$ cat src/rtl/genius_control_if.sv
// Handshake/status bundle between genius_control and its surroundings
// (input synchronizers, Reg_setup, sequence display and scoring).
interface genius_control_if #(
    parameter int p_round = 4,
    parameter int p_setup = 2
);
    logic               enter;
    logic               tick;
    logic               user_key;
    logic               match;
    logic [p_setup-1:0] reg_setup_level;
    logic [p_round-1:0] round;
    logic [p_round-1:0] seq_idx;
    logic               show;
    logic               setup_en;
    logic [2:0]         state;
    logic               done;
    logic               win;

    modport master (
        output enter, tick, user_key, match, reg_setup_level,
        input  round, seq_idx, show, setup_en, state, done, win
    );

    modport slave (
        input  enter, tick, user_key, match, reg_setup_level,
        output round, seq_idx, show, setup_en, state, done, win
    );
endinterface

$ cat src/rtl/genius_control.sv
// Memory-game sequencing FSM: setup, show growing sequence, check presses.
// Define GENIUS_TIMEOUT_EN to compile in the per-level INPUT timeout.
module genius_control #(
    parameter int p_round = 4,
    parameter int p_setup = 2,
    parameter int p_tmo   = 4
) (
    input logic              clock,
    input logic              reset,
    genius_control_if.slave  bus
);
    typedef enum logic [2:0] {
        IDLE   = 3'd0,
        SETUP  = 3'd1,
        SHOW   = 3'd2,
        INPUT  = 3'd3,
        NEXT   = 3'd4,
        RESULT = 3'd5
    } state_t;

    localparam logic [p_round-1:0] one_r      = {{(p_round-1){1'b0}}, 1'b1};
    localparam logic [p_round-1:0] last_round = {{(p_round-1){1'b1}}, 1'b0};

    state_t             state_q, state_nx;
    logic [p_round-1:0] round_q, round_nx;
    logic [p_round-1:0] idx_q, idx_nx;
    logic               win_q, win_nx;

`ifdef GENIUS_TIMEOUT_EN
    localparam logic [p_tmo-1:0] one_t = {{(p_tmo-1){1'b0}}, 1'b1};

    logic [p_tmo-1:0] tmo_q, tmo_nx, tmo_inc, tmo_limit;

    assign tmo_inc = tmo_q + one_t;

    always_comb begin
        case (bus.reg_setup_level)
            2'd0:    tmo_limit = p_tmo'(8);
            2'd1:    tmo_limit = p_tmo'(6);
            2'd2:    tmo_limit = p_tmo'(4);
            default: tmo_limit = p_tmo'(2);
        endcase
    end
`endif

    always_ff @(posedge clock or posedge reset) begin
        if (reset) begin
            state_q <= IDLE;
            round_q <= '0;
            idx_q   <= '0;
            win_q   <= 1'b0;
`ifdef GENIUS_TIMEOUT_EN
            tmo_q   <= '0;
`endif
        end else begin
            state_q <= state_nx;
            round_q <= round_nx;
            idx_q   <= idx_nx;
            win_q   <= win_nx;
`ifdef GENIUS_TIMEOUT_EN
            tmo_q   <= tmo_nx;
`endif
        end
    end

    always_comb begin
        state_nx = state_q;
        round_nx = round_q;
        idx_nx   = idx_q;
        win_nx   = win_q;
`ifdef GENIUS_TIMEOUT_EN
        // Counter is held at zero outside INPUT, so it starts clean on entry.
        tmo_nx   = '0;
`endif
        case (state_q)
            IDLE: begin
                if (bus.enter) state_nx = SETUP;
            end
            SETUP: begin
                round_nx = '0;
                idx_nx   = '0;
                win_nx   = 1'b0;
                state_nx = SHOW;
            end
            SHOW: begin
                if (bus.tick) begin
                    if (idx_q == round_q) begin
                        idx_nx   = '0;
                        state_nx = INPUT;
                    end else begin
                        idx_nx = idx_q + one_r;
                    end
                end
            end
            INPUT: begin
`ifdef GENIUS_TIMEOUT_EN
                tmo_nx = tmo_q;
`endif
                // A key press wins over a simultaneous tick.
                if (bus.user_key) begin
`ifdef GENIUS_TIMEOUT_EN
                    tmo_nx = '0;
`endif
                    if (!bus.match) begin
                        win_nx   = 1'b0;
                        state_nx = RESULT;
                    end else if (idx_q == round_q) begin
                        state_nx = NEXT;
                    end else begin
                        idx_nx = idx_q + one_r;
                    end
                end
`ifdef GENIUS_TIMEOUT_EN
                else if (bus.tick) begin
                    tmo_nx = tmo_inc;
                    if (tmo_inc >= tmo_limit) begin
                        win_nx   = 1'b0;
                        state_nx = RESULT;
                    end
                end
`endif
            end
            NEXT: begin
                round_nx = round_q + one_r;
                idx_nx   = '0;
                if (round_q == last_round) begin
                    win_nx   = 1'b1;
                    state_nx = RESULT;
                end else begin
                    state_nx = SHOW;
                end
            end
            RESULT: begin
                if (bus.enter) state_nx = IDLE;
            end
            default: state_nx = IDLE;
        endcase
    end

    assign bus.state    = state_q;
    assign bus.round    = round_q;
    assign bus.seq_idx  = idx_q;
    assign bus.win      = win_q;
    assign bus.show     = (state_q == SHOW);
    assign bus.setup_en = (state_q == SETUP);
    assign bus.done     = (state_q == RESULT);
endmodule

$ cat src/flat_wrapper.sv
// flat-port wrapper written by rule: the top's interface ports become plain ports
module genius_control_flat 
#(
    parameter int p_round = 4,
    parameter int p_setup = 2,
    parameter int p_tmo   = 4
)
  (clock, reset, bus_enter, bus_tick, bus_user_key, bus_match, bus_reg_setup_level, bus_round, bus_seq_idx, bus_show, bus_setup_en, bus_state, bus_done, bus_win);
  genius_control_if #(.p_round(p_round), .p_setup(p_setup)) bus_i ();
  input logic clock;
  input logic reset;
  input wire logic [$bits(bus_i.enter)-1:0] bus_enter;
  input wire logic [$bits(bus_i.tick)-1:0] bus_tick;
  input wire logic [$bits(bus_i.user_key)-1:0] bus_user_key;
  input wire logic [$bits(bus_i.match)-1:0] bus_match;
  input wire logic [$bits(bus_i.reg_setup_level)-1:0] bus_reg_setup_level;
  output wire logic [$bits(bus_i.round)-1:0] bus_round;
  output wire logic [$bits(bus_i.seq_idx)-1:0] bus_seq_idx;
  output wire logic [$bits(bus_i.show)-1:0] bus_show;
  output wire logic [$bits(bus_i.setup_en)-1:0] bus_setup_en;
  output wire logic [$bits(bus_i.state)-1:0] bus_state;
  output wire logic [$bits(bus_i.done)-1:0] bus_done;
  output wire logic [$bits(bus_i.win)-1:0] bus_win;
  assign bus_i.enter = bus_enter;
  assign bus_i.tick = bus_tick;
  assign bus_i.user_key = bus_user_key;
  assign bus_i.match = bus_match;
  assign bus_i.reg_setup_level = bus_reg_setup_level;
  assign bus_round = bus_i.round;
  assign bus_seq_idx = bus_i.seq_idx;
  assign bus_show = bus_i.show;
  assign bus_setup_en = bus_i.setup_en;
  assign bus_state = bus_i.state;
  assign bus_done = bus_i.done;
  assign bus_win = bus_i.win;
  genius_control #(.p_round(p_round), .p_setup(p_setup), .p_tmo(p_tmo)) u_core (.clock(clock), .reset(reset), .bus(bus_i));
endmodule
$ cat config.mk
export PLATFORM = sky130hd
export DESIGN_NAME = genius_control_flat
export DESIGN_NICKNAME = d
export VERILOG_FILES = /design/src/rtl/genius_control_if.sv /design/src/rtl/genius_control.sv /design/src/flat_wrapper.sv
export SDC_FILE = /design/constraint.sdc
export NUM_CORES = 1
export LEC_CHECK = 0
export ABC_CLOCK_PERIOD_IN_PS = 1550
export CAP_MARGIN = 20
export CORE_ASPECT_RATIO = 0.9
export CORE_MARGIN = 4
export CORE_UTILIZATION = 40
export DETAILED_ROUTE_END_ITERATION = 7
export GPL_ROUTABILITY_DRIVEN = 0
export HOLD_SLACK_MARGIN = 0.1
export PLACE_DENSITY = 0.68
export SLEW_MARGIN = 20
export SYNTH_ARGS = -nofsm -noshare
export SYNTH_HDL_FRONTEND = slang
export SYNTH_SLANG_ARGS = --single-unit
$ cat constraint.sdc
create_clock -name clock -period 1.55 [get_ports clock]
set_input_delay 0.31 -clock clock [delete_from_list [all_inputs] [get_ports clock]]
set_output_delay 0.31 -clock clock [all_outputs]
set_load 0.05 [all_outputs]
==> results of run 1 <==
[stage by stage]
step | setup slack [ns] | setup TNS (ns)
global route | -0.113 | -0.499
floorplan | -0.176 | -0.959
detailed placement | -0.406 | -1.54
finish | -0.0782 | -0.226
global placement | -0.348 | -1.19
CTS | -0.0626 | -0.238
[cell type report]
class | instances | area [um^2] | area share
inverter | 6 | 22.5 | 0.0137
tap | 27 | 33.8 | 0.0206
sequential | 12 | 314 | 0.191
multi-input combinational | 82 | 647 | 0.394
clock buffer | 4 | 36.3 | 0.0221
timing repair buffer | 46 | 587 | 0.358
[per-layer routing]
metal  track usage  up-vias  part of all wire
met5             0        -                 0
met4        0.0579        0             0.031
met3        0.0366       10             0.074
met2         0.350       55              0.50
met1         0.192      472              0.39
li1              -      467                 -
[synthesized netlist by cell type (all sizes together)]
library cell / instances / share of area
and2: 1 / 0.0069
or2b: 1 / 0.0083
o2111ai: 1 / 0.0097
mux2: 2 / 0.025
nor2: 9 / 0.040
a41oi: 1 / 0.0097
a21oi: 9 / 0.050
nand2: 8 / 0.033
inv: 6 / 0.025
nand2b: 6 / 0.042
and3: 1 / 0.0069
nor3: 5 / 0.028
a22o: 2 / 0.019
xor2: 4 / 0.039
a211oi: 2 / 0.017
and2b: 1 / 0.0083
nor2b: 1 / 0.0069
a221o: 1 / 0.011
a21bo: 1 / 0.011
o2111a: 1 / 0.012
nor4bb: 1 / 0.011
nand3: 3 / 0.017
buf: 3 / 0.029
dfrtp: 12 / 0.33
clkbuf: 4 / 0.017
o22ai: 2 / 0.014
nand4: 1 / 0.0069
o21ai: 9 / 0.050
ha: 3 / 0.042
a31o: 1 / 0.0097
nor4b: 1 / 0.0097
nor3b: 1 / 0.0083
nor4: 3 / 0.044
[state kept, by name, summed over array words and instances, names as in the netlist]
name,count
u_core.bus.seq_idx,4
u_core.bus.state,3
u_core.bus.win,1
u_core.bus.round,4
[path summary, 6_finish.rpt]
| check | endpoint | slack, ns | cells past startpoint |
|---|---|---|---|
| setup reg to reg | u_core.bus.seq_idx[3]$_DFFE_PP0P_ | -0.06 | 5 |
| hold reg to reg | u_core.bus.win$_DFFE_PP0P_ | 0.60 | 2 |
| hold / removal | u_core.bus.seq_idx[3]$_DFFE_PP0P_ | 0.34 | 2 |
| setup / recovery | bus_done | -0.08 | 4 |
| max in group asynchronous | u_core.bus.round[1]$_DFFE_PP0P_ | 0.85 | 2 |
| min in group clock | u_core.bus.win$_DFFE_PP0P_ | 0.60 | 2 |
[cell families after synthesis]
logic type,Yosys count,synth area share
adders and majority gates,3,0.0416
and+or+nand+nor,43,0.277
xor gates and xnor gates,4,0.0388
DFF,12,0.333
muxes,2,0.0250
buffers and inverters,13,0.0707
AOI/OAI and AO/OA,30,0.214
[worst reg2reg max path: stages (launching register included)]
cell      delay [ns]
dfrtp_2         0.40
buf_6           0.12
nor4bb_4        0.33
a211oi_4        0.08
a31o_2          0.26
a221o_1         0.32
[report_power, final]
| part | total, W | switching [W] | internal (W) |
|---|---|---|---|
| clock | 0.000261 | 0.000118 | 0.000143 |
| sequential | 0.000620 | 0.000158 | 0.000462 |
| combinational | 0.00289 | 0.00147 | 0.00142 |
| total | 0.00377 | 0.00175 | 0.00203 |
[timing repair]
action | 4_1_cts | 5_1_grt
buffers inserted | 7 | 3
gates resized for setup | 14 | 9
setup endpoints to repair | 6 | 10
hold buffers | 0 | 0
pin swaps | 5 | 4
==> impl_metrics.toml, run 1 <==
[finish]
drive_above_1_share = 0.513
areaGrowthSynthToFinish_pct = 81.8
fin_area_um2 = 1640
instances_no_fill = 177
layout_common_cells = "buf_4, buf_12, dfrtp_2, a21oi_1"
layout_commonest_cell = "buf_4"
fillers = 150
final_core_util = 0.759
nNetsFinal = 162
num_antenna_cells = 0

[detailed_routing]
postRouteWirelength_mm = 2.61
first_pass_iters = 4
vias = 1004
post_drt_via_cell_ratio = 5.67
dr.first_iter.drc_count = 26
drc = 0
wl_per_cell_um = 14.7
ant_nets = 0

[worst_setup_path]
crit_required_ns = 1.24
crit_path_start_kind = "register"
critPathLaunch = "u_core.bus.state[2]$_DFFE_PP0P_"
r2r_start = "u_core.bus.state[1]$_DFFE_PP0P_"
crit_path_top_delay_cell = "dfrtp_2"
cp.arrival_ns = 1.32
critical_path.max_stage_delay_ns = 0.47
cp-end-kind = "primary output"
cp_top_family = "flip-flops"
path_class = "register to primary output"
crit_chain = "buf_8, buf_6, and3_4, buf_12"
cp_num_buf_inv = 3
cp_max_fo = 6

[clock_tree]
clock_path_buffers = 2
clock-sinks = 12
clkSlewWorstSetupHoldPaths_ns = 0.09
h-tree-depth = 1
clock_latency_ns = 0.28
cts_tree = "done"
numCtsBuffers = 3
cts-root-buf = "clkbuf_4"

[sta]
min_period_ns = 1.63
slew_violations = 0
worst_pin_slew_ns = 0.479
finalHoldViolations = 0
fin_hold_ws_ns = 0.344
period_share = 1.05
slew_headroom = 0.680
setup_viol = 5
fmax_mhz = 614
finClkSkew_ns = 0.00436
rsz0062_at_grt = "true"
timing.final.ws_setup_ns = -0.0782

[synth]
yosysSeqAreaShare = 0.333
yosys_warnings = 0
netlist_instances = 107
synth_cell_types = 37
synth-seq-cells = 12
synth_nets = 118
synth_area_um2 = 902
synth_area_per_cell_um2 = 8.43

[pwr]
cellLeakagePower_nw = 0.696
power.total_w = 0.00377
peakVddDrop_mv = 1.73
power_density_nw_per_um2 = 2300

[die]
dieArea_um2 = 3080
initial_utilization = 0.417
core_area_um2 = 2160
io_pins = 23
die_x_um = 58.1
num_rows = 16
die_h_um = 53.1

[global_routing]
grt_antenna_before_repair = 0
globalRouteTotalUtil = 0.179
grt_pass1_wl_mm = 4.19
first_global_vias = 1003
grt_overflow = 0
grt_max_degree = 21

[status]
status = "complete, but fails checks"
failed_checks = "negative setup slack"

[run]
max_cap_viol_count = 0

[place]
hpwlAfterDp_mm = 1.84
numPortBuffers = 20
place_area_um2 = 1420
place_inst = 163

[min_path]
hp-class = "input pin to async pin"
Power figures use the tool's default switching activity.
==> inputs of run 2 (changes only) <==
DONT_BUFFER_PORTS = 1   (was not set)
PLACE_DENSITY = 0.54   (was 0.68)
==> run 2 against run 1 <==
  * Final cell count is 9.6% lower
  * Largest cell class unchanged
  * Critical path type is now register to register
  * Core utilization is 14 points lower
  * Clock-buffer cell count unchanged
  * First-iteration DRC count down 23%
  * Sequential share of layout area grew 4.4 points
  * Flip-flop and latch count stayed put
  * Sequential power rose by 4.2%
  * Clock power decreased by 22%
  * The flow still finishes with violations (negative setup slack)
  * Combinational power is 21% lower
  * Clock skew is 0.0036 ns lower
==> impl_metrics.toml, run 2 (same netlist as run 1, synthesis figures left out) <==
[status]
status = "complete, but fails checks"
failed_checks = "negative setup slack"

[sta]
finClkSkew_ns = 0.000773
setup_viol = 5
fin_hold_ws_ns = 0.173
timing.final.ws_setup_ns = -0.0725
min_period_ns = 1.62
finalHoldViolations = 0
slew_violations = 0
fmax_mhz = 616
worst_pin_slew_ns = 0.500
period_share = 1.05
rsz0062_at_grt = "true"
slew_headroom = 0.666

[pwr]
power_density_nw_per_um2 = 2340
peakVddDrop_mv = 1.80
switching_share = 0.513
cellLeakagePower_nw = 0.550
p_int_w = 0.00152
pwr-share-comb = 0.728
switching_power_w = 0.00160
power.share.clock = 0.065
seqPwrFrac = 0.207

[detailed_routing]
wl_per_cell_um = 15.0
first_pass_iters = 4
drc = 0
post_drt_via_cell_ratio = 5.50
postRouteWirelength_mm = 2.40
ant_nets = 0
vias = 880
dr.first_iter.drc_count = 20

[worst_setup_path]
r2r_start = "u_core.bus.state[2]$_DFFE_PP0P_"
cp_max_fo = 5
cp_num_buf_inv = 1
path_class = "register to register"
cp_top_family = "compound AO/OA/AOI/OAI gates"
cp.arrival_ns = 1.78
critical_path.max_stage_delay_ns = 0.44
crit_required_ns = 1.71
cp-end-kind = "register"
crit_path_start_kind = "register"
critPathLaunch = "u_core.bus.state[2]$_DFFE_PP0P_"
crit_chain = "buf_6, nor4bb_4, a211oi_4, a31o_2, a221o_1"
crit_path_top_delay_cell = "dfrtp_2"

[place]
hpwlAfterDp_mm = 1.68
numPortBuffers = 0
place_inst = 148

[finish]
layout_commonest_cell = "buf_4"
nNetsFinal = 145
regArea_um2 = 314
num_antenna_cells = 0
final_core_util = 0.616
areaGrowthSynthToFinish_pct = 47.7
drive_above_1_share = 0.481
instances_no_fill = 160
multi_input_area_um2 = 644
fillers = 186
layout_common_cells = "buf_4, dfrtp_2, o21ai_0, a21oi_1, nand2_1"

[die]
die_h_um = 53.1
num_rows = 16
io_pins = 23
dieArea_um2 = 3080
initial_utilization = 0.417
die_x_um = 58.1
core_area_um2 = 2160

[min_path]
hp-class = "input pin to register"
min_from = "bus_user_key"

[clock_tree]
cts_tree = "done"
h-tree-depth = 1
clock_path_buffers = 2
numCtsBuffers = 3
cts-root-buf = "clkbuf_4"
clock-sinks = 12
clock_latency_ns = 0.27
clkSlewWorstSetupHoldPaths_ns = 0.07

[global_routing]
first_global_vias = 865
grt_overflow = 0
gr-usage-met3 = 0.0683
grt_pass1_wl_mm = 3.93
globalRouteTotalUtil = 0.169
grt_max_degree = 21
met1_usage = 0.211
use_met2 = 0.273
grt_antenna_before_repair = 0
busiest_layer = "met2"

[run]
max_cap_viol_count = 0
## run 2: through the flow
stage	setup TNS (ns)	instance area, um^2	setup WS (ns)	power (W)
floorplan	-0.959	963	-0.176	0.00207
global placement	-0.0281	1130	-0.0219	0.00251
detailed placement	-0.0607	1130	-0.0432	0.00255
CTS	-0.194	1260	-0.0557	0.00297
global route	-0.710	1330	-0.156	0.00335
finish	-0.133	1330	-0.0725	0.00312
## run 2: worst paths after layout
check	to	slack [ns]	depth (start not counted)
min in group asynchronous	u_core.bus.round[3]$_DFFE_PP0P_	0.50	2
setup reg to reg	u_core.bus.seq_idx[3]$_DFFE_PP0P_	-0.07	5
hold reg to reg	u_core.bus.seq_idx[1]$_DFFE_PP0P_	0.76	2
hold / removal	u_core.bus.state[2]$_DFFE_PP0P_	0.17	2
setup / recovery	u_core.bus.seq_idx[3]$_DFFE_PP0P_	-0.07	5
max in group asynchronous	u_core.bus.state[1]$_DFFE_PP0P_	0.70	2
## run 2: per-layer routing
layer | wire length (um) | up-vias | share of wire
li1 | - | 433 | -
met1 | 1060 | 420 | 0.44
met2 | 1170 | 25 | 0.49
met3 | 152 | 2 | 0.063
met4 | 10 | 0 | 0.0042
met5 | 0 | - | 0
## run 2: area by class of cell
cell class / instances / area share
timing repair buffer: 29 / 0.215
clock buffer: 4 / 0.0197
multi-input combinational: 82 / 0.484
tap: 27 / 0.0254
sequential: 12 / 0.236
inverter: 6 / 0.0207
## run 2: repair_timing
| action | CTS | global route |
|---|---|---|
| endpoints found under the setup margin | 7 | 10 |
| pin swaps | 6 | 7 |
| gates resized for setup | 12 | 8 |
| endpoints found under the hold margin | 12 | 0 |
| buffers inserted | 5 | 1 |
| hold buffers | 1 | 0 |
| cloned | 0 | 1 |
## run 2: power groups by stage
stage / sequential, W / clock (W) / combinational (W)
6_report: 0.000646 / 0.000203 / 0.00227
3_5_place_dp: 0.000633 / 0 / 0.00192
5_1_grt: 0.000668 / 0.000234 / 0.00244
3_3_place_gp: 0.000626 / 0 / 0.00189
2_1_floorplan: 0.00104 / 0 / 0.00103
4_1_cts: 0.000638 / 0.000212 / 0.00212
